**config.mk**
```make
export PLATFORM = sky130hd
export DESIGN_NAME = qed_result_fifo
export DESIGN_NICKNAME = d
export VERILOG_FILES = /design/src/rtl/qed_result_fifo.sv
export SDC_FILE = /design/constraint.sdc
export NUM_CORES = 1
export LEC_CHECK = 0
export BUFFER_PORTS_ARGS = -buffer_cell sky130_fd_sc_hd__buf_2
export CAP_MARGIN = 20
export CORE_ASPECT_RATIO = 0.6
export CORE_MARGIN = 2
export CORE_UTILIZATION = 61
export DETAILED_ROUTE_END_ITERATION = 7
export HOLD_SLACK_MARGIN = 0.03
export PLACE_DENSITY_LB_ADDON = 0.2
export SETUP_SLACK_MARGIN = 0.1
export SYNTH_ARGS = -nofsm -noshare
export SYNTH_HDL_FRONTEND = slang
export SYNTH_SLANG_ARGS = --single-unit
```
**constraint.sdc**
```tcl
create_clock -name clk -period 5.6 [get_ports clk]
set_input_delay 0 -clock clk [delete_from_list [all_inputs] [get_ports clk]]
set_output_delay 0 -clock clk [all_outputs]
set_load 0.01 [all_outputs]
```
**src/rtl/qed_result_fifo.sv**
```systemverilog
// Synchronous FIFO of original-instruction results; head is read combinationally.
module qed_result_fifo #(
    parameter int unsigned DEPTH = 16,
    parameter int unsigned WIDTH = 37
) (
    input  logic                       clk,
    input  logic                       rst,
    input  logic                       i_push,
    input  logic                       i_pop,
    input  logic                       i_flush,
    input  logic [WIDTH-1:0]           i_wdata,
    output logic [WIDTH-1:0]           o_rdata,
    output logic [$clog2(DEPTH):0]     o_count,
    output logic                       o_full,
    output logic                       o_empty
);
    localparam int unsigned AW = $clog2(DEPTH);

    logic [WIDTH-1:0] r_mem [DEPTH];
    logic [AW-1:0]    r_wr_ptr;
    logic [AW-1:0]    r_rd_ptr;
    logic [AW:0]      r_count;
    logic             w_do_push;
    logic             w_do_pop;

    assign o_full    = (r_count == (AW+1)'(DEPTH));
    assign o_empty   = (r_count == '0);
    assign o_count   = r_count;
    assign o_rdata   = r_mem[r_rd_ptr];
    assign w_do_push = i_push && !o_full;
    assign w_do_pop  = i_pop && !o_empty;

    always_ff @(posedge clk) begin
        if (w_do_push) r_mem[r_wr_ptr] <= i_wdata;
    end

    always_ff @(posedge clk) begin
        if (!rst || i_flush) begin
            r_wr_ptr <= '0;
            r_rd_ptr <= '0;
            r_count  <= '0;
        end else begin
            if (w_do_push) r_wr_ptr <= r_wr_ptr + 1'b1;
            if (w_do_pop)  r_rd_ptr <= r_rd_ptr + 1'b1;
            if (w_do_push && !w_do_pop)      r_count <= r_count + 1'b1;
            else if (w_do_pop && !w_do_push) r_count <= r_count - 1'b1;
        end
    end

endmodule

```
==> PnR_summary.wiki <==
{| class="wikitable"
! Metric !! Value
|-
| Hold Path Origin || rst
|-
| DP Wirelength || 24.5 mm
|-
| Routing usage on met3 || under 10%
|-
| Post-CTS setup buffers || 0
|-
| Detailed Route Iter0 Violations || 1109
|-
| Number of fill cells in the layout || 2256
|-
| Setup CP Type || reg2out
|-
| GR Util met2 || 38.3%
|-
| WP data required || 5.60 ns
|-
| Clk pin slew, worst setup/hold paths || around 0.070 ns
|-
| Worst hold margin || around 0.057 ns
|-
| CP startpoint kind || flop
|-
| Post-synth EDFFs || between 500 and 600
|-
| Detailed-router iteration count before antenna repair || 5
|-
| Final weighted congestion in routability-driven placement || 0.767
|-
| Cell Area, Synth || 23000 um2
|-
| Async set-or-reset flop fraction in the synthesized netlist || 0%
|-
| Clock tree root buffer cell || sky130_fd_sc_hd__clkbuf_16
|-
| Synthesized net count || 1067
|-
| Max cap viols || 0
|-
| Cell type with the largest total area after synthesis || sky130_fd_sc_hd__edfxtp_1
|-
| Slew headroom || 42.9%
|-
| Clock Tree Buf Depth || 3
|-
| Full die area || between 30000 and 40000 um2
|-
| Total core area || approximately 37000 um2
|-
| Post-CTS resize count || 0
|-
| Number of cells traversed by the worst register-to-register path || 9
|-
| Number of distinct standard cells referenced by the synthesized netlist || 35
|-
| Worst flop-to-flop path endpoint || o_count[4]
|-
| Largest vdd supply drop || 286 uV
|-
| Diodes inserted || 0
|-
| Yosys warnings || 0
|-
| Portion of the post-synthesis area used by sequential elements || 78.6%
|-
| Count of cells along the worst hold path || 3
|-
| WL/cell || approximately 28 um
|-
| Register bit count reported by yosys || 609
|-
| Minimum period implied by the final worst setup slack || 3.18 ns
|-
| Most common library cells after synthesis || 592 x sky130_fd_sc_hd__edfxtp_1, 148 x sky130_fd_sc_hd__mux4_2, 74 x sky130_fd_sc_hd__a22oi_1
|-
| Setup Total Neg Slack || 0 ns
|-
| Hold Crit Endpoint || r_wr_ptr[2]
|-
| Row cnt || 55
|-
| Port-buffer cells || 85
|-
| Final wirelength || 47.3 mm
|-
| Average vias per placed instance || between 6 and 7
|-
| Clock Skew || 0.0372 ns
|-
| Number of buffers and inverters on the critical path || 2
|-
| Global-route met1 utilization || 39.1%
|-
| Maximum number of pins on one net before global-route repair || 120
|-
| Highest net fanout along the worst path || 43
|-
| Number of placed I/O pins || between 80 and 90
|-
| Die width || roughly 250 um
|-
| Initial core utilization || 61.5%
|-
| Number of hold-slack violations in the final timing report || 0
|-
| # H-tree levels || 2
|-
| Worst-Skew Late Latency || 0.59 ns
|-
| Hold WC Path Type || in2reg
|-
| Via Count || 10900
|-
| Number of global-route vias before repair || 10800
|-
| Chip Height || around 150 um
|-
| Most Used Layer, Global Route || met1
|-
| Cell with the most instances after synthesis || sky130_fd_sc_hd__edfxtp_1
|-
| Worst R2R Setup Slack || 2.81 ns
|-
| Initial antenna violation count || 0
|-
| Tcrit/Tclk final || 56.8%
|-
| Remaining design rule violation count || 0
|-
| CP top delay family || buffers and inverters
|-
| Cell Chain, Critical Path || buf_4, mux4_2, a22oi_1, nand2_1, buf_2
|-
| Crit path arrival time || 3.18 ns
|-
| Count of final setup violators || 0
|-
| Achievable clock frequency || roughly 0.31 GHz
|-
| Top-area cell type share of the netlist area || 77.2%
|-
| Overall global routing resource usage || 24.9%
|-
| Top cells by area in the synthesized netlist || sky130_fd_sc_hd__edfxtp_1 77%, sky130_fd_sc_hd__mux4_2 14%, sky130_fd_sc_hd__a22oi_1 2.4%
|-
| Area growth syn-to-layout || 13.9%
|-
| Leak pwr || between 8 and 9 nW
|-
| Slew @ Worst Pin || 0.854 ns
|-
| Antenna viol nets, final || 0
|-
| Number of instances in the synthesized netlist || 1015
|-
| Residual overflow from global routing || 0
|-
| Avg Synthesized Cell Area || around 23 um2
|-
| CTS Buf Count || 51
|-
| Clock tree from TritonCTS || built
|-
| Start of the worst register-to-register path || o_count[0]
|-
| Result of the run || finished clean
|-
| Wire length of the first global-routing pass || a little over 70 mm
|-
| Max-slew violation total from the final report || 0
|-
| Number of sinks on the clock net || 609
|-
| Share of post-route cells with drive strength above 1 || 29.6%
|-
| Critical Path Max Stage Delay || 0.78 ns
|-
| Layout Nets || 1216
|-
| Slowest-stage cell, CP || sky130_fd_sc_hd__buf_4
|-
| Top_reg_cell synth || sky130_fd_sc_hd__edfxtp_1
|-
| Nature of the critical path endpoint || output port
|-
| Power density over cell area || 360 nW/um2
|-
| Unrepaired setup endpoints after global routing || no
|}
[flip-flops by register name (all words and copies together) (netlist names), named ones only]
signal,cells
o_count,5
r_mem,592
r_rd_ptr,4
r_wr_ptr,4
[per-stage QoR]
step                      util, %  std cells  power [mW]  area [um2]  setup slack [ns]
after floorplan                 -       1015        5.73       23000              1.52
after global placement       64.6       1585        5.95       24200              2.92
after detailed placement     64.6       1585        5.96       24200              2.87
after CTS                    70.1       1714        9.52       26200              2.32
after global routing         70.1       1714        9.76       26200              2.13
final                        70.1       1714        9.46       26200              2.42
[what timing repair did]
action,4_1_cts,5_1_grt
hold endpoints to repair,604,0
endpoints found under the setup margin,0,0
hold buffers,39,0
[worst max-delay path by stage]
stage                     startpoint             to  slack (ns)  depth (start not counted)
after floorplan           o_count[0]    r_mem[0][0]        1.52                          6
after global placement    o_count[0]     o_count[4]        2.92                          9
after detailed placement  o_count[1]  r_mem[12][19]        2.87                          5
after CTS                       flop    o_rdata[15]        2.32                          5
after global routing            flop    o_rdata[15]        2.13                          5
final                           flop    o_rdata[15]        2.42                          5
[placed cells by master (no fill, tap or decap), types with 2 or more instances in the layout]
cell type                       Yosys  routed
sky130_fd_sc_hd__buf_12             0       2
sky130_fd_sc_hd__a22oi_1           74      74
sky130_fd_sc_hd__nand2b_1           3       3
sky130_fd_sc_hd__a21oi_1            3       3
sky130_fd_sc_hd__xnor2_1            2       2
sky130_fd_sc_hd__ha_1               9       9
sky130_fd_sc_hd__dfxtp_4            0       2
sky130_fd_sc_hd__edfxtp_1         592     592
sky130_fd_sc_hd__buf_2              7      85
sky130_fd_sc_hd__clkbuf_1          21       4
sky130_fd_sc_hd__nand2_1           43      43
sky130_fd_sc_hd__clkbuf_16          0      53
sky130_fd_sc_hd__buf_4              6      25
sky130_fd_sc_hd__clkinv_2           0       8
sky130_fd_sc_hd__bufinv_16          0       7
sky130_fd_sc_hd__clkinv_1           0      16
sky130_fd_sc_hd__nor2b_4            0       2
sky130_fd_sc_hd__o211ai_1           4       4
sky130_fd_sc_hd__mux4_2           148     148
sky130_fd_sc_hd__nand3_1            2       2
sky130_fd_sc_hd__dfxtp_1           17      15
sky130_fd_sc_hd__inv_1              4       4
sky130_fd_sc_hd__dlygate4sd3_1      0      39
sky130_fd_sc_hd__nor3_2             0       4
sky130_fd_sc_hd__and3_1             2       2
sky130_fd_sc_hd__nor2_1            30      17
sky130_fd_sc_hd__mux2i_1            3       3
sky130_fd_sc_hd__xor2_1             6       6
sky130_fd_sc_hd__nor2_4             0      13
[kinds of logic (layout without fill, tap and decap cells)]
group / Yosys count / count (layout) / synth area share [%]
multiplexers: 151 / 151 / 14.6
adder cells (fa/ha/maj): 10 / 10 / 0.576
AND/OR/NAND/NOR: 90 / 90 / 1.65
buffers and inverters: 59 / 245 / 1.36
flip-flops: 609 / 609 / 78.6
AO/OA/AOI/OAI: 88 / 88 / 2.87
XOR/XNOR: 8 / 8 / 0.304
[cell type report]
type	instances	area, um2	share of cell area (%)
Sequential cell	609	18100	69.1
Multi-Input combinational cell	347	4740	18.1
Clock buffer	57	1340	5.11
Timing Repair Buffer	151	1040	3.98
Tap cell	513	642	2.45
Clock inverter	33	339	1.29
Inverter	4	15.0	0.0572
[power by group]
part           total [mW]  switching (mW)  internal (mW)  leakage [nW]
Clock                3.59            1.55           2.04         0.827
Combinational       0.771           0.410          0.362          1.99
Sequential           5.10          0.0435           5.06          5.49
Total                9.46            2.00           7.46          8.30
[tightest hold or removal path, cell delays in order]
cell	delay, ns
sky130_fd_sc_hd__buf_2	0.07
sky130_fd_sc_hd__nand2b_1	0.32
sky130_fd_sc_hd__nor2_1	0.19
[per-layer routing]
layer | vias to the layer above | wire, um
li1 | 4578 | -
met3 | 47 | 3550
met1 | 5788 | 20700
met2 | 462 | 22500
met5 | - | 0
met4 | 0 | 468
(Power assumes the default switching activity.)
